===== src/rtl/branch_ctrl_pkg.sv =====
// rtl/branch_ctrl_pkg.sv - shared types and forwarding-select constants for the branch hazard controller
package branch_ctrl_pkg;

  // Controller sequencing state
  typedef enum logic {
    RUN   = 1'b0,
    STALL = 1'b1
  } state_t;

  // Comparator operand mux selects
  localparam logic [1:0] FWD_RF  = 2'b00;
  localparam logic [1:0] FWD_MEM = 2'b01;
  localparam logic [1:0] FWD_WB  = 2'b10;

endpackage


===== src/rtl/branch_hazard_detect.sv =====
// rtl/branch_hazard_detect.sv - combinational RAW match logic: required stall count and operand forwarding selects
module branch_hazard_detect
  import branch_ctrl_pkg::*;
#(
  parameter int REG_AW      = 5,
  parameter int LOAD_STALLS = 2,
  parameter int ALU_STALLS  = 1
) (
  input  logic [REG_AW-1:0] id_rs1_i,
  input  logic [REG_AW-1:0] id_rs2_i,
  input  logic              ex_regwrite_i,
  input  logic              ex_memread_i,
  input  logic [REG_AW-1:0] ex_rd_i,
  input  logic              mem_regwrite_i,
  input  logic              mem_memread_i,
  input  logic [REG_AW-1:0] mem_rd_i,
  input  logic              wb_regwrite_i,
  input  logic [REG_AW-1:0] wb_rd_i,
  output logic [1:0]        need_o,
  output logic [1:0]        fwd_a_o,
  output logic [1:0]        fwd_b_o
);

  localparam logic [1:0] LOAD_N = 2'(LOAD_STALLS);
  localparam logic [1:0] ALU_N  = 2'(ALU_STALLS);

  // x0 is hardwired zero, so it never produces a dependency
  function automatic logic match(input logic [REG_AW-1:0] rs,
                                 input logic [REG_AW-1:0] rd,
                                 input logic              we);
    return we && (rd == rs) && (rs != '0);
  endfunction

  // A MEM-stage load has no ALU result yet, so only non-load MEM producers forward
  function automatic logic [1:0] fwd_sel(input logic [REG_AW-1:0] rs);
    if (match(rs, mem_rd_i, mem_regwrite_i) && !mem_memread_i)
      return FWD_MEM;
    else if (match(rs, wb_rd_i, wb_regwrite_i))
      return FWD_WB;
    else
      return FWD_RF;
  endfunction

  logic ex_hit;
  logic mem_ld_hit;

  assign ex_hit     = match(id_rs1_i, ex_rd_i, ex_regwrite_i) |
                      match(id_rs2_i, ex_rd_i, ex_regwrite_i);
  assign mem_ld_hit = mem_memread_i &
                      (match(id_rs1_i, mem_rd_i, mem_regwrite_i) |
                       match(id_rs2_i, mem_rd_i, mem_regwrite_i));

  // Required stall count: the largest applicable hazard term wins
  always_comb begin
    need_o = 2'd0;
    if (mem_ld_hit && ALU_N > need_o)
      need_o = ALU_N;
    if (ex_hit && !ex_memread_i && ALU_N > need_o)
      need_o = ALU_N;
    if (ex_hit && ex_memread_i && LOAD_N > need_o)
      need_o = LOAD_N;
  end

  assign fwd_a_o = fwd_sel(id_rs1_i);
  assign fwd_b_o = fwd_sel(id_rs2_i);

endmodule


===== src/rtl/branch_hazard_ctrl.sv =====
// rtl/branch_hazard_ctrl.sv - ID-stage branch sequencer (stall, redirect, flush, forwarding); optional stats via BRANCH_CTRL_STATS_EN
module branch_hazard_ctrl
  import branch_ctrl_pkg::*;
#(
  parameter int REG_AW      = 5,
  parameter int LOAD_STALLS = 2,
  parameter int ALU_STALLS  = 1
) (
  input  logic              clk_i,
  input  logic              rst_i,
  input  logic              id_branch_i,
  input  logic [REG_AW-1:0] id_rs1_i,
  input  logic [REG_AW-1:0] id_rs2_i,
  input  logic              ex_regwrite_i,
  input  logic              ex_memread_i,
  input  logic [REG_AW-1:0] ex_rd_i,
  input  logic              mem_regwrite_i,
  input  logic              mem_memread_i,
  input  logic [REG_AW-1:0] mem_rd_i,
  input  logic              wb_regwrite_i,
  input  logic [REG_AW-1:0] wb_rd_i,
  input  logic              cmp_eq_i,
  output logic              stall_o,
  output logic              pc_src_o,
  output logic              ifid_flush_o,
  output logic [1:0]        fwd_a_o,
  output logic [1:0]        fwd_b_o
`ifdef BRANCH_CTRL_STATS_EN
  ,
  output logic [31:0]       br_taken_cnt_o,
  output logic [31:0]       br_stall_cnt_o
`endif
);

  state_t     state_q, state_d;
  logic [1:0] cnt_q, cnt_d;
  logic [1:0] need;
  logic [1:0] fwd_a_raw, fwd_b_raw;

  branch_hazard_detect #(
    .REG_AW      (REG_AW),
    .LOAD_STALLS (LOAD_STALLS),
    .ALU_STALLS  (ALU_STALLS)
  ) u_detect (
    .id_rs1_i       (id_rs1_i),
    .id_rs2_i       (id_rs2_i),
    .ex_regwrite_i  (ex_regwrite_i),
    .ex_memread_i   (ex_memread_i),
    .ex_rd_i        (ex_rd_i),
    .mem_regwrite_i (mem_regwrite_i),
    .mem_memread_i  (mem_memread_i),
    .mem_rd_i       (mem_rd_i),
    .wb_regwrite_i  (wb_regwrite_i),
    .wb_rd_i        (wb_rd_i),
    .need_o         (need),
    .fwd_a_o        (fwd_a_raw),
    .fwd_b_o        (fwd_b_raw)
  );

  // State and stall counter registers
  always_ff @(posedge clk_i) begin
    if (rst_i) begin
      state_q <= RUN;
      cnt_q   <= 2'd0;
    end else begin
      state_q <= state_d;
      cnt_q   <= cnt_d;
    end
  end

  // Next state: multi-cycle hazards park in STALL; a single-cycle hazard re-evaluates from RUN
  always_comb begin
    state_d = state_q;
    cnt_d   = cnt_q;
    case (state_q)
      RUN: begin
        if (id_branch_i && need > 2'd1) begin
          state_d = STALL;
          cnt_d   = need - 2'd1;
        end
      end
      STALL: begin
        cnt_d = cnt_q - 2'd1;
        if (cnt_q <= 2'd1) begin
          state_d = RUN;
          cnt_d   = 2'd0;
        end
      end
      default: begin
        state_d = RUN;
        cnt_d   = 2'd0;
      end
    endcase
  end

  // Outputs: reset forces everything low; a hazard suppresses any redirect
  always_comb begin
    stall_o      = 1'b0;
    pc_src_o     = 1'b0;
    ifid_flush_o = 1'b0;
    fwd_a_o      = FWD_RF;
    fwd_b_o      = FWD_RF;
    if (!rst_i) begin
      if (id_branch_i) begin
        fwd_a_o = fwd_a_raw;
        fwd_b_o = fwd_b_raw;
      end
      case (state_q)
        RUN: begin
          if (id_branch_i) begin
            if (need != 2'd0) begin
              stall_o = 1'b1;
            end else begin
              pc_src_o     = cmp_eq_i;
              ifid_flush_o = cmp_eq_i;
            end
          end
        end
        STALL:   stall_o = 1'b1;
        default: stall_o = 1'b0;
      endcase
    end
  end

`ifdef BRANCH_CTRL_STATS_EN
  // Event counters for taken redirects and stall cycles, wrapping naturally
  always_ff @(posedge clk_i) begin
    if (rst_i) begin
      br_taken_cnt_o <= 32'd0;
      br_stall_cnt_o <= 32'd0;
    end else begin
      if (pc_src_o)
        br_taken_cnt_o <= br_taken_cnt_o + 32'd1;
      if (stall_o)
        br_stall_cnt_o <= br_stall_cnt_o + 32'd1;
    end
  end
`endif

endmodule

===== config.mk =====
export PLATFORM = sky130hd
export DESIGN_NAME = branch_hazard_ctrl
export DESIGN_NICKNAME = d
export VERILOG_FILES = /design/src/rtl/branch_ctrl_pkg.sv /design/src/rtl/branch_hazard_detect.sv /design/src/rtl/branch_hazard_ctrl.sv
export SDC_FILE = /design/constraint.sdc
export NUM_CORES = 1
export LEC_CHECK = 0
export CORE_UTILIZATION = 39
export DETAILED_ROUTE_END_ITERATION = 12
export PLACE_DENSITY = 0.86
export SYNTH_ARGS = -nofsm -noshare
export SYNTH_HDL_FRONTEND = slang
export SYNTH_SLANG_ARGS = --single-unit

===== constraint.sdc =====
create_clock -name clk_i -period 5.35 [get_ports clk_i]
set_input_delay 1.3375 -clock clk_i [delete_from_list [all_inputs] [get_ports clk_i]]
set_output_delay 1.3375 -clock clk_i [all_outputs]
set_load 0.01 [all_outputs]

## After elaboration in Yosys (flattened, before gate mapping)

Cells that the tools add are included.

| storage, ports and cells | value |
|---|---|
| flip-flop bits (word level) | 3 |
| bits of input ports | 34 |
| output and inout bits | 7 |
| logic and storage cells | 68 |

| cells by class | value |
|---|---|
| add/subtract/negate cells | 2 |
| magnitude comparators | 4 |
| equality and inequality tests | 7 |
| multiplexer cells | 25 |
| bitwise operators | 4 |
| reductions and logical operators | 24 |

Operator list:

| kind | number |
|---|---|
| 5-bit == test | 6 |
| 2-bit two-way mux | 11 |
| 1-bit logical AND | 19 |
| 1-bit two-way mux | 11 |
| 5-bit nonzero test | 2 |
| 1-bit case mux with 2 select lines | 2 |
| 2-bit case mux with 2 select lines | 1 |
| 2-bit by 1-bit subtractor with 2-bit output, second input constant | 2 |
| 2-bit by 1-bit > comparator with 1-bit output, first input constant | 1 |
| 2-bit by 1-bit > comparator with 1-bit output, second input constant | 1 |
| 2-bit by 1-bit <= comparator with 1-bit output, second input constant | 1 |
| 1-bit logical NOT | 2 |
| 2-bit inequality test, second input constant | 1 |
| 1-bit bitwise OR | 2 |
| 2-bit nonzero test | 1 |
| 1-bit AND | 1 |
| 1-bit > comparator, first input constant | 1 |
| 1-bit inverter | 1 |

## Depth between registers and ports, before layout

| logic depth | value |
|---|---|
| depth after elaboration | 17 |
| depth in mapped cells | 9 |

## Cells and area by module

A second synthesis with hierarchy kept.

| unflattened totals | value |
|---|---|
| cell total of the unflattened synthesis | 87 |
| area total of the unflattened synthesis | 656.9 um^2 |

Modules (own cells, without submodules):

| module | times used | cells an instance | area each (um^2) |
|---|---|---|---|
| branch_hazard_detect | 1 | 57 | 415.4 |
| branch_hazard_ctrl | 1 | 30 | 241.5 |

## Least setup slack after synthesis

OpenSTA, ideal clock, no wires.

| path | value |
|---|---|
| kind | in2out |
| start | input port id_rs1_i[1] |
| end | output port pc_src_o |
| arrival time | 3.070 ns |
| data required time | 4.013 ns |
| slack | 0.942 ns |
| stages | 9 |
| path buffers | 1 |
| cells stage by stage | or4_1 > nor2_2 > nor4_2 > o21ai_4 > mux2_1 > ha_1 > nand3_1 > nor2_1 > buf_4 |

| on the way | value |
|---|---|
| longest elaborated chain between the ends | 17 |
| elaborated cells on any way between the ends | 24 |

Ends and longest elaborated chain:

| element | line | RTL |
|---|---|---|
| start: declaration | branch_hazard_ctrl.sv:12 | `input logic [REG_AW-1:0] id_rs1_i,` |
| 5-bit == test | branch_hazard_detect.sv:31 | `return we && (rd == rs) && (rs != '0);` |
| 1-bit logical AND (2 in a row) | branch_hazard_detect.sv:31 |  |
| 1-bit bitwise OR | branch_hazard_detect.sv:50 | `(match(id_rs1_i, mem_rd_i, mem_regwrite_i) \|` |
| 1-bit AND | branch_hazard_detect.sv:49 | `assign mem_ld_hit = mem_memread_i &` |
| 1-bit two-way mux | branch_hazard_detect.sv:56 | `if (mem_ld_hit && ALU_N > need_o)` |
| 1-bit > comparator | branch_hazard_detect.sv:58 | `if (ex_hit && !ex_memread_i && ALU_N > need_o)` |
| 1-bit logical AND | branch_hazard_detect.sv:58 |  |
| 1-bit two-way mux | branch_hazard_detect.sv:58 |  |
| 2-bit by 1-bit > comparator with 1-bit output | branch_hazard_detect.sv:60 | `if (ex_hit && ex_memread_i && LOAD_N > need_o)` |
| 1-bit logical AND | branch_hazard_detect.sv:60 |  |
| 2-bit two-way mux (*) | branch_hazard_detect.sv:60 |  |
| 2-bit nonzero test (*) | branch_hazard_ctrl.sv:111 | `if (need != 2'd0) begin` |
| 1-bit two-way mux (*) (4 in a row) | n/a |  |
| end: declaration | branch_hazard_ctrl.sv:24 | `output logic pc_src_o,` |

Mark *: on every way between the ends. The rest lies on a longest branch, timed or not.

## Worst setup path in the final report

| path | value |
|---|---|
| start | input port id_rs2_i[1] |
| end | output port stall_o |

| on the way | value |
|---|---|
| longest elaborated chain between the ends | 17 |
| elaborated cells on any way between the ends | 24 |

Ends and longest elaborated chain:

| element | line | RTL |
|---|---|---|
| start: declaration | branch_hazard_ctrl.sv:13 | `input logic [REG_AW-1:0] id_rs2_i,` |
| 5-bit == test | branch_hazard_detect.sv:31 |  |
| 1-bit logical AND (2 in a row) | branch_hazard_detect.sv:31 |  |
| 1-bit bitwise OR | branch_hazard_detect.sv:50 |  |
| 1-bit AND | branch_hazard_detect.sv:49 |  |
| 1-bit two-way mux | branch_hazard_detect.sv:56 |  |
| 1-bit > comparator | branch_hazard_detect.sv:58 |  |
| 1-bit logical AND | branch_hazard_detect.sv:58 |  |
| 1-bit two-way mux | branch_hazard_detect.sv:58 |  |
| 2-bit by 1-bit > comparator with 1-bit output | branch_hazard_detect.sv:60 |  |
| 1-bit logical AND | branch_hazard_detect.sv:60 |  |
| 2-bit two-way mux (*) | branch_hazard_detect.sv:60 |  |
| 2-bit nonzero test (*) | branch_hazard_ctrl.sv:111 |  |
| 1-bit two-way mux (*) | branch_hazard_ctrl.sv:111 |  |
| 1-bit two-way mux (*) | branch_hazard_ctrl.sv:110 | `if (id_branch_i) begin` |
| 1-bit case mux with 2 select lines (*) | branch_hazard_ctrl.sv:108 | `case (state_q)` |
| 1-bit two-way mux (*) | branch_hazard_ctrl.sv:103 | `if (!rst_i) begin` |
| end: declaration | branch_hazard_ctrl.sv:23 | `output logic stall_o,` |

Marks and branches as above.

==> flow_metrics.py <==
metrics = {
    "cts": {
        "cts_setup_buffers": 0,
        "hold_buffers": 0,
        "cts_max_path_buffers": 2,
        "cts_buffers": 3,
        "cts_tree": "built",
        "cts.root.buffer_cell": "clkbuf_4",
        "clk_latency_ns": 0.23,
        "clk_pin_slew_ns": 0.04,
        "cts_num_sinks": 3,
        "htree_levels": 1,
    },
    "floorplanning": {
        "die-height_um": 43.2,
        "initial_core_util": 0.429,
        "die_w_um": 43.2,
        "die_area_mm2": 0.00187,
        "core_mm2": 0.00154,
        "pin_count": 41,
        "num_rows": 14,
    },
    "place": {
        "hpwl_mm": 1.86,
        "gp_congestion": 0.844,
        "port_buffers": 40,
        "postPlaceCellArea_mm2": 0.00116,
        "pre_cts_ws_ns": -0.0584,
        "numPlacedInstances": 145,
    },
    "synthesis": {
        "synth_seq_cells": 3,
        "ys.warnings.count": 0,
        "synth-edff-count": 0,
        "seq_area_frac_synth": 0.0907,
        "synthFlopType": "dfxtp_1",
        "syn_area_um2": 662,
        "synth_cell_types": 31,
        "synth-async-reset-ratio": 0,
        "avgSynthCellArea_um2": 8.49,
        "syn_inst": 78,
        "syn-num-nets": 113,
    },
    "drt": {
        "vias_per_cell": 5.46,
        "drt_iter0_markers": 12,
        "drc": 0,
        "routed_wl_mm": 2.05,
        "dr.pass1.iters": 4,
        "drt-wirelength-per-cell_um": 13.8,
        "ant_nets": 0,
        "vias": 814,
    },
    "grt": {
        "grt_use_total": 0.235,
        "grt_pass1_vias": 826,
        "antenna_found_initial": 0,
        "grt_max_degree": 8,
        "grt_pass1_wl_mm": 3.34,
        "grt-ovfl-total": 0,
    },
    "worst_setup_path": {
        "path_delay_family": "simple AND/OR/NAND/NOR gates",
        "cpMaxStageDelayCell": "or4_4",
        "endpoint_kind": "primary output",
        "path_cells": "clkdlybuf4s50_1 > or4_4 > nor2_4 > nor4_2 > o21ai_4 > mux2_1 > ha_1 > inv_1 > a21oi_1 > nor2_1 > dlygate4sd2_1",
        "critical_path.max_stage_delay_ns": 0.59,
        "cp.arrival_ns": 3.80,
        "crit_buf_inv": 3,
        "critPathKind": "input pin to primary output",
        "crit_fanout": 3,
        "required_ns": 4.01,
        "worstSetupStartpointType": "input pin",
    },
    "power_and_ir_drop": {
        "ir_drop_mv": 0.0954,
        "leakagePower_nw": 0.471,
        "powerDensity_mw_per_mm2": 115,
    },
    "timing": {
        "max_freq_ghz": 0.195,
        "worstMarginPinSlew_ns": 0.422,
        "finalCritPeriodShare": 0.960,
        "hold_violations": 0,
        "fin_ws_ns": 0.216,
        "fin_worst_skew_ns": 0.00256,
        "max-slew-margin-rel": 0.716,
        "setup-tns-final_ns": 0,
        "finalHoldWorstSlack_ns": 0.513,
        "report.final.slew_viol_count": 0,
        "final-setup-viol-count": 0,
        "period_minus_slack_ns": 5.13,
        "rsz0062_at_grt": "false",
    },
    "outcome": {
        "status": "finished, final reports clean",
    },
    "final_layout": {
        "nets": 169,
        "design_area_mm2": 0.00120,
        "final_cell_mix": "clkdlybuf4s50_1 (37), xnor2_1 (22), buf_4 (12)",
        "final_cells": 149,
        "layout-drive-gt1-share": 0.211,
        "num_antenna_cells": 0,
        "area_growth_pct": 81.9,
        "final_common_cell": "clkdlybuf4s50_1",
    },
    "hold_path": {
        "min_path_type": "register to register",
    },
    "job": {
        "maxCapViolCount": 0,
    },
}
Yosys cell counts (2+ instances only):
library cell | instances | area [um2]
nand2_1 | 2 | 7.51
dfxtp_1 | 3 | 60.1
nor2_1 | 3 | 11.3
o22ai_1 | 2 | 12.5
a2111oi_2 | 2 | 30.0
nand4_1 | 4 | 25.0
inv_1 | 3 | 11.3
nor4_2 | 3 | 37.5
xor2_1 | 8 | 70.1
and3_1 | 2 | 12.5
xnor2_1 | 22 | 193
nand3_1 | 5 | 25.0
worst paths after layout:
kind,from,endpoint,slack (ns),depth (start not counted)
worst min-delay path,cnt_q[1],state_q,0.51,2
worst min register to register,cnt_q[1],state_q,0.51,2
worst max-delay path,id_rs2_i[1],stall_o,0.22,11
worst max register to register,state_q,cnt_q[1],3.93,2
layout make-up:
class	instances	area, um2
Timing Repair Buffer	52	494
Multi-Input combinational cell	71	592
Sequential cell	3	60.1
Clock buffer	4	26.3
Inverter	3	11.3
Fill cell	108	338
Tap cell	16	20.0
power breakdown:
| part | switching, W | internal (W) |
|---|---|---|
| logic | 0.0000310 | 0.0000450 |
| clock network | 0.0000113 | 0.0000279 |
| registers | 0.000000156 | 0.0000227 |
per-layer routing:
layer  global-route usage  wire length, um  up-vias
met1                0.227              715      374
met5                    0                0        -
met3               0.0468              153        4
met2                0.472             1160       43
li1                     -                -      393
met4               0.0848               23        0
stage by stage:
step | util | total power [W]
6_report | 0.781 | 0.000138
5_1_grt | 0.781 | 0.000147
4_1_cts | 0.778 | 0.000140
3_5_place_dp | 0.756 | 0.0000987
3_3_place_gp | 0.756 | 0.0000957
2_1_floorplan | - | 0.0000525
registers in the layout (all words and copies together), names as in the netlist:
register / flops
cnt_q: 2
state_q: 1
tightest hold or removal path, cell delays in order (launching register included):
cell,delay [ns]
dfxtp_1,0.31
nand2_1,0.07
o22ai_1,0.08
kinds of logic (layout without fill, tap and decap cells):
group | Yosys count | in the layout | synth area share
flops | 3 | 3 | 0.0907
buf+inv | 4 | 59 | 0.0284
mux | 2 | 2 | 0.0340
compound gates | 9 | 9 | 0.132
fa+ha+maj | 1 | 1 | 0.0189
simple gates | 29 | 29 | 0.299
xor+xnor | 30 | 30 | 0.397
timing repair:
| action | CTS | global route |
|---|---|---|
| endpoints found under the hold margin | 0 | 0 |
| gates resized for setup | 3 | 2 |
| setup endpoints to repair | 1 | 2 |
No activity file was read; power rests on OpenSTA's default activity.
